<file path="src/rtl/hc595_pkg.sv">
// Shared types and defaults for the 74HC595 serial output stage.
package hc595_pkg;

  typedef enum logic [1:0] {
    IDLE  = 2'd0,
    SHIFT = 2'd1,
    LATCH = 2'd2
  } state_e;

  localparam int unsigned DATA_W_DEFAULT  = 16;
  localparam int unsigned CLK_DIV_DEFAULT = 4;
  localparam bit          MSB_FIRST       = 1'b1;

endpackage

</file>
<file path="src/rtl/hc595_tick_gen.sv">
// Divide counter: one-cycle tick every CLK_DIV clk cycles while enabled, cleared when disabled.
module hc595_tick_gen
  import hc595_pkg::*;
#(
  parameter int unsigned CLK_DIV = CLK_DIV_DEFAULT
) (
  input  logic clk,
  input  logic rst_n,
  input  logic en,
  output logic tick_c
);

  localparam int unsigned DIV_W = 8;

  logic [DIV_W-1:0] div_cnt_q;

  assign tick_c = en && (div_cnt_q == DIV_W'(CLK_DIV - 1));

  always_ff @(posedge clk) begin
    if (!rst_n) begin
      div_cnt_q <= '0;
    end else if (!en || tick_c) begin
      div_cnt_q <= '0;
    end else begin
      div_cnt_q <= div_cnt_q + 1'b1;
    end
  end

endmodule

</file>
<file path="src/rtl/hc595_shift_driver.sv">
// Serialises one parallel frame into daisy-chained 74HC595s and latches it with st_cp.
module hc595_shift_driver
  import hc595_pkg::*;
#(
  parameter int unsigned DATA_W  = DATA_W_DEFAULT,
  parameter int unsigned CLK_DIV = CLK_DIV_DEFAULT
) (
  input  logic              clk,
  input  logic              rst_n,
  input  logic [DATA_W-1:0] data,
  input  logic              load,
  output logic              ready,
  output logic              done,
  output logic              sh_cp,
  output logic              st_cp,
  output logic              ds
);

  localparam int unsigned BIT_W = $clog2(DATA_W + 1);

  state_e            state_q, state_d;
  logic [DATA_W-1:0] shreg_q, shreg_d;
  logic [DATA_W-1:0] shifted_c;
  logic [BIT_W-1:0]  bit_cnt_q, bit_cnt_d;
  logic              sh_cp_q, sh_cp_d;
  logic              st_cp_q, st_cp_d;
  logic              ds_q, ds_d;
  logic              done_q, done_d;
  logic              tick_c;
  logic              accept_c;
  logic              last_bit_c;

  // Bit that goes on the wire first for a given register image.
  function automatic logic head(input logic [DATA_W-1:0] f);
    return MSB_FIRST ? f[DATA_W-1] : f[0];
  endfunction

  hc595_tick_gen #(.CLK_DIV(CLK_DIV)) u_tick_gen (
    .clk    (clk),
    .rst_n  (rst_n),
    .en     (state_q != IDLE),
    .tick_c (tick_c)
  );

  assign ready      = (state_q == IDLE);
  assign accept_c   = load && ready;
  assign last_bit_c = (bit_cnt_q == BIT_W'(DATA_W - 1));
  assign shifted_c  = MSB_FIRST ? (shreg_q << 1) : (shreg_q >> 1);

  assign done  = done_q;
  assign sh_cp = sh_cp_q;
  assign st_cp = st_cp_q;
  assign ds    = ds_q;

  // State and pin registers; reset aborts a frame without pulsing st_cp.
  always_ff @(posedge clk) begin
    if (!rst_n) begin
      state_q   <= IDLE;
      shreg_q   <= '0;
      bit_cnt_q <= '0;
      sh_cp_q   <= 1'b0;
      st_cp_q   <= 1'b0;
      ds_q      <= 1'b0;
      done_q    <= 1'b0;
    end else begin
      state_q   <= state_d;
      shreg_q   <= shreg_d;
      bit_cnt_q <= bit_cnt_d;
      sh_cp_q   <= sh_cp_d;
      st_cp_q   <= st_cp_d;
      ds_q      <= ds_d;
      done_q    <= done_d;
    end
  end

  // Next-state logic: the last sh_cp fall moves to LATCH, the next tick closes the frame.
  always_comb begin
    state_d = state_q;
    unique case (state_q)
      IDLE:    if (accept_c) state_d = SHIFT;
      SHIFT:   if (tick_c && sh_cp_q && last_bit_c) state_d = LATCH;
      LATCH:   if (tick_c) state_d = IDLE;
      default: state_d = IDLE;
    endcase
  end

  // Pin and datapath next values; ds only moves on sh_cp falls for symmetric setup/hold.
  always_comb begin
    shreg_d   = shreg_q;
    bit_cnt_d = bit_cnt_q;
    sh_cp_d   = sh_cp_q;
    st_cp_d   = st_cp_q;
    ds_d      = ds_q;
    done_d    = 1'b0;
    unique case (state_q)
      IDLE: begin
        sh_cp_d = 1'b0;
        st_cp_d = 1'b0;
        if (accept_c) begin
          shreg_d   = data;
          ds_d      = head(data);
          bit_cnt_d = '0;
        end
      end
      SHIFT: begin
        if (tick_c) begin
          if (!sh_cp_q) begin
            sh_cp_d = 1'b1;
          end else begin
            sh_cp_d   = 1'b0;
            bit_cnt_d = bit_cnt_q + 1'b1;
            if (last_bit_c) begin
              st_cp_d = 1'b1;
            end else begin
              shreg_d = shifted_c;
              ds_d    = head(shifted_c);
            end
          end
        end
      end
      LATCH: begin
        if (tick_c) begin
          st_cp_d = 1'b0;
          done_d  = 1'b1;
        end
      end
      default: begin
        sh_cp_d = 1'b0;
        st_cp_d = 1'b0;
      end
    endcase
  end

endmodule

</file>
<file path="config.mk">
export PLATFORM = sky130hd
export DESIGN_NAME = hc595_shift_driver
export DESIGN_NICKNAME = d
export VERILOG_FILES = /design/src/rtl/hc595_pkg.sv /design/src/rtl/hc595_tick_gen.sv /design/src/rtl/hc595_shift_driver.sv
export SDC_FILE = /design/constraint.sdc
export NUM_CORES = 1
export LEC_CHECK = 0
export BUFFER_PORTS_ARGS = -buffer_cell sky130_fd_sc_hd__buf_2
export CAP_MARGIN = 40
export CORE_MARGIN = 1.5
export CORE_UTILIZATION = 35
export CTS_CLUSTER_SIZE = 24
export DETAILED_ROUTE_END_ITERATION = 10
export PLACE_DENSITY = 0.5
export SYNTH_ARGS = -nofsm -noshare
export SYNTH_HDL_FRONTEND = slang
export SYNTH_SLANG_ARGS = --single-unit
</file>
<file path="constraint.sdc">
create_clock -name clk -period 2.5 [get_ports clk]
set_clock_uncertainty 0.05 [all_clocks]
set_input_delay 0.375 -clock clk [delete_from_list [all_inputs] [get_ports clk]]
set_output_delay 0.375 -clock clk [all_outputs]
set_load 0.01 [all_outputs]
</file>
### Yosys cells after proc, flatten, opt, wreduce, memory -nomap -nowiden

Cells that the tools add are included.

* bits in registers: 34
* latch bits: 0
* memory bits (writable): 0
* ROM bits: 0
* input bits: 19
* output and inout port bits: 5
* logic and storage cells: 66
* memories kept: 0

* add/sub/neg operators: 2
* multipliers: 0
* div/mod/pow operators: 0
* magnitude comparators: 0
* eq/ne operators: 11
* shift-type cells: 0
* mux-type cells: 27
* bitwise logic cells: 2
* reductions and logical operators: 16

Operators by type and width (number)
* $mux W15: 4
* $pmux W15 S2: 1
* $mux W5: 3
* $ne A2 B2 Y1 const B: 6
* $mux W1: 11
* $pmux W5 S2: 1
* $add A8 B1 Y8 const B: 1
* $eq A8 B2 Y1 const B: 1
* $reduce_and A4 Y1: 2
* $mux W2: 3
* $pmux W1 S2: 3
* $pmux W2 S3: 1
* $add A5 B1 Y5 const B: 1
* $eq A5 B4 Y1 const B: 1
* $reduce_and A5 Y1: 1
* $logic_and A1 B1 Y1: 4
* $reduce_and A2 Y1: 2
* $reduce_bool A2 Y1: 2
* $reduce_and A3 Y1: 1
* $eq A2 B1 Y1 const B: 1
* $eq A2 B2 Y1 const B: 1
* $logic_not A2 Y1: 1
* $ne A2 B1 Y1 const B: 1
* $not A1 Y1: 2
* other kinds (3): 3

### Longest topological paths before layout

* depth after elaboration: 6
* mapped depth: 9

### Hierarchy

Synthesis repeated with hierarchy kept, for this count alone.

* cell total of the unflattened synthesis: 182
* area total of the unflattened synthesis: 1656.6 um2

Modules (own cells, without submodules)
* hc595_shift_driver: instances 1, cells each 143, area each 1311.3 um2
* hc595_tick_gen: instances 1, cells each 39, area each 345.3 um2

### Worst setup path before layout

Ideal clock, no wire load.

* path kind: register to register
* start point: register bit_cnt_q[0]
* end point: register shreg_q[10]
* setup time: 134 ps
* data arrival time: 1957 ps
* data required time: 2316 ps
* path slack: 359 ps
* cell stages (with the launch flop): 10
* period minus slack after synthesis: 2141 ps
* cells stage by stage: dfxtp_1 ha_1 and3_1 ha_1 nand2b_1 a21oi_1 and2_1 buf_2 buf_2 a211oi_1

* cells in the longest elaborated chain, start to end: 3

RTL lines
* from (decl): line hc595_shift_driver.sv:24 `logic [BIT_W-1:0] bit_cnt_q, bit_cnt_d;`
* from (signal assigned): line hc595_shift_driver.sv:68 `bit_cnt_q <= bit_cnt_d;`
* $eq A5 B4 Y1: line hc595_shift_driver.sv:47 `assign last_bit_c = (bit_cnt_q == BIT_W'(DATA_W - 1));`
* $ne A2 B2 Y1 (no source line)
* $reduce_and A5 Y1 (no source line)
* to (signal assigned): line hc595_shift_driver.sv:67 `shreg_q <= shreg_d;`
* to (decl): line hc595_shift_driver.sv:22 `logic [DATA_W-1:0] shreg_q, shreg_d;`

Every way passes these cells.
A chain may end at the register's enable or synchronous reset.

### Worst setup path after layout

* start point: register bit_cnt_q[0]
* end point: register shreg_q[11]

Same word-level chain as after synthesis.

==> summary.md <==
| Metric | Value |
|---|---|
| Largest net degree at the start of global routing | 19 |
| IO Port Bufs | 23 |
| Hold crit path type | input pin to register |
| Status | finished clean |
| FF-to-FF Start | bit_cnt_q[0] |
| DR pass1 iterations | 4 |
| Main synth FF type | dfxtp_1 |
| Unrepaired setup endpoints after global routing | false |
| Slew @ Worst Pin | 0.6051 ns |
| Critical Path RT | 2.58 ns |
| Clock transition at the registers of the reported paths | about 0.07 ns |
| Fmax | approximately 450 MHz |
| Setup WS post-layout | 0.2594 ns |
| Maxcap violations | 0 |
| DR vias | roughly 1300 |
| R2R Setup Slk | 0.26 ns |
| Pre-CTS setup slack | about 0.30 ns |
| Seq/Total Area, Yosys | 0.4331 |
| Share of layout cells above drive strength 1 | 0.1804 |
| Die Wd | 70.01 um |
| 1st-iter DRT viols | 56 |
| Max Slew Vio Count | 0 |
| Simple-Gate Fraction of Synth Area | 0.1775 |
| Die H | 70.01 um |
| Fin crit period | 2.241 ns |
| Synthesized instance count | 172 |
| Area growth syn-to-layout | 14.65% |
| Synth top area share | 0.4331 |
| IR drop worst, VDD | 0.0002836 V |
| Post-DP HPWL | 2.401 mm |
| Root buf cell | clkbuf_8 |
| Final hold vios | 0 |
| Clk Latency, worst-skew pair | 0.28 ns |
| Core ar. | 4324 um2 |
| Die area | 4901 um2 |
| Leakage power | ~0.73 nW |
| Area of the multi-input gates | 830.8 um2 |
| Cell Chain, Critical Path | ha_1 -> and3_1 -> ha_1 -> nand2b_1 -> a21oi_1 -> and2_1 -> a211oi_1 |
| CTS tree | yes |
| Fillers | 472 |
| First-pass GRT wire length | 5.927 mm |
| Crit path largest cell delay | 0.55 ns |
| CP max stage cell | and2_1 |
| Post-CTS Resized | 0 |
| Mapped cell area | 1572 um2 |
| Startpoint types | register |
| Slew Limit Headroom | 0.5966 |
| RePlAce Congestion | 0.7830 |
| Fin crit share | 0.8962 |
| Top cells by count, synth | 34 x dfxtp_1, 18 x a21oi_1, 16 x a211oi_1 |
| Clock Path Buffers | 2 |
| Cell with the most instances after synthesis | dfxtp_1 |
| DRC Markers | 0 |
| Vias/cell | 5.350 |
| YS warnings | 0 |
| Synth Area in XOR/XNOR | 0.03901 |
| EDFF count, synth | 0 |
| Final nets | 216 |
| # clock sinks | 34 |
| Initial core utilization | 0.3634 |
| Setup TNS Final | 0 ns |
| Final core occ | 0.4167 |
| Cts hold-fix bufs | 0 |
| Vias in the first global route | 1270 |
| Most used cell, CP | ha_1 |
| Site Rows | 24 |
| GR Util All Layers | 0.1505 |
| Post-synthesis compound-gate area fraction | 0.1927 |
| Leading area contributor after synthesis | dfxtp_1 |
| Main combinational cell family by area after synthesis | compound AO/OA/AOI/OAI gates |
| H-tree depth | 2 |
| Synth Area in Adders | 0.02389 |
| Yosys reg bits | 34 |
| Post-CTS Setup Inserts | 0 |
| Reg2reg path depth | 7 |
| Wire per inst | 14.38 um |
| Worst-path fanout max | 15 |
| Routed wire length | 3.537 mm |
| N_diodes | 0 |
| R2R Path End | shreg_q[11] |
| CP top delay family | simple AND/OR/NAND/NOR gates |
| Endpoint type of the worst setup path | register |
| Final setup fails | 0 |
| Initial antenna violation count | 0 |
| Synth area leaders | dfxtp_1 43%, mux2i_1 9.6%, a211oi_1 7.6% |
| Syn Area/Cell | 9.137 um2 |
| Crit. Startpoint | bit_cnt_q[0] |
| Buf+Inv Stages, Crit Path | 0 |
| Residual overflow from global routing | 0 |
| WP depth | 7 |
| Worst Setup EP | shreg_q[11] |
| Ports | 24 |
| Synth cell types | 40 |
| Antenna Nets Post-Route | 0 |
| Asr flop ratio synth | 0 |
| Kind of critical path | register to register |
| Arrival time of the worst setup path | 2.32 ns |
| Pwr Density | 616.1 nW/um2 |
| Mux contribution to synthesized area | 0.09554 |
| Inserted Clock Buffers | 5 |
| FF/Latch Area | roughly 700 um2 |
| Net Count, Synth | 194 |
placed cells by master (no fill, tap or decap), drive strengths merged, types with 2 or more instances in the layout:
cell	n
xnor2	4
a31oi	2
xor2	3
dfxtp	34
nor2	14
inv	2
clkbuf	7
nand4b	2
nand2b	3
nand3b	2
ha	3
mux2i	15
nand3	4
and3	3
a21oi	18
buf	26
o22ai	2
nand2	12
o21ai	4
a211oi	16
and2	2
nor2b	2
logic make-up (layout without fill, tap and decap cells):
group / count (synthesis) / in the layout
DFF: 34 / 34
and+or+nand+nor: 52 / 52
AOI/OAI and AO/OA: 47 / 47
buffers and inverters: 14 / 36
xor gates and xnor gates: 7 / 7
muxes: 15 / 15
adders and majority gates: 3 / 3
power breakdown:
group | internal (W) | switching, W
Combinational | 0.0000622 | 0.0000788
Sequential | 0.000571 | 0.0000182
Clock | 0.000192 | 0.000188
Total | 0.000825 | 0.000285
sequential cells by signal, summed over array words and instances, names as in the netlist:
register and cells:
sh_cp 1, st_cp 1, u_tick_gen.div_cnt_q 8, bit_cnt_q 5, done 1, ds 1
state_q 2, shreg_q 15
layout make-up:
class,count,area share
clock buffer,7,0.04236
inverter,3,0.006250
tap,52,0.03611
timing repair buffer,26,0.07639
multi-input combinational,124,0.4611
sequential,34,0.3778
worst register-to-register path, stage by stage (launching register included):
cell and delay (ns):
dfxtp_1 0.34, ha_1 0.23, and3_1 0.19, ha_1 0.22, nand2b_1 0.15, a21oi_1 0.19
and2_1 0.55, a211oi_1 0.16
layer usage:
layer  track usage  wire length, um  vias to the layer above
met5             0                0                        -
met1        0.2011             1760                      633
li1              -                -                      664
met4       0.05128               36                        0
met2        0.2381             1646                       15
met3       0.03608               94                        4
metrics by stage:
stage	total power [W]	hold slack, ns	area, um2	instances
floorplan	0.0006982	0.3675	1572	172
global placement	0.0007388	0.3801	1725	239
detailed placement	0.0007434	0.4004	1725	239
CTS	0.001119	0.3889	1802	246
global route	0.001167	0.3873	1802	246
finish	0.001110	0.3950	1802	246
worst min path at each step:
| stage | to | depth (start not counted) | slack [ns] | from |
|---|---|---|---|---|
| 2_1_floorplan | u_tick_gen.div_cnt_q[0] | 1 | 0.37 | u_tick_gen.div_cnt_q[0] |
| 3_3_place_gp | u_tick_gen.div_cnt_q[0] | 1 | 0.38 | u_tick_gen.div_cnt_q[0] |
| 3_5_place_dp | u_tick_gen.div_cnt_q[0] | 1 | 0.40 | u_tick_gen.div_cnt_q[0] |
| 4_1_cts | shreg_q[4] | 3 | 0.39 | data[4] |
| 5_1_grt | shreg_q[6] | 3 | 0.39 | data[6] |
| 6_report | shreg_q[6] | 3 | 0.40 | data[6] |
Power figures use the tool's default switching activity.
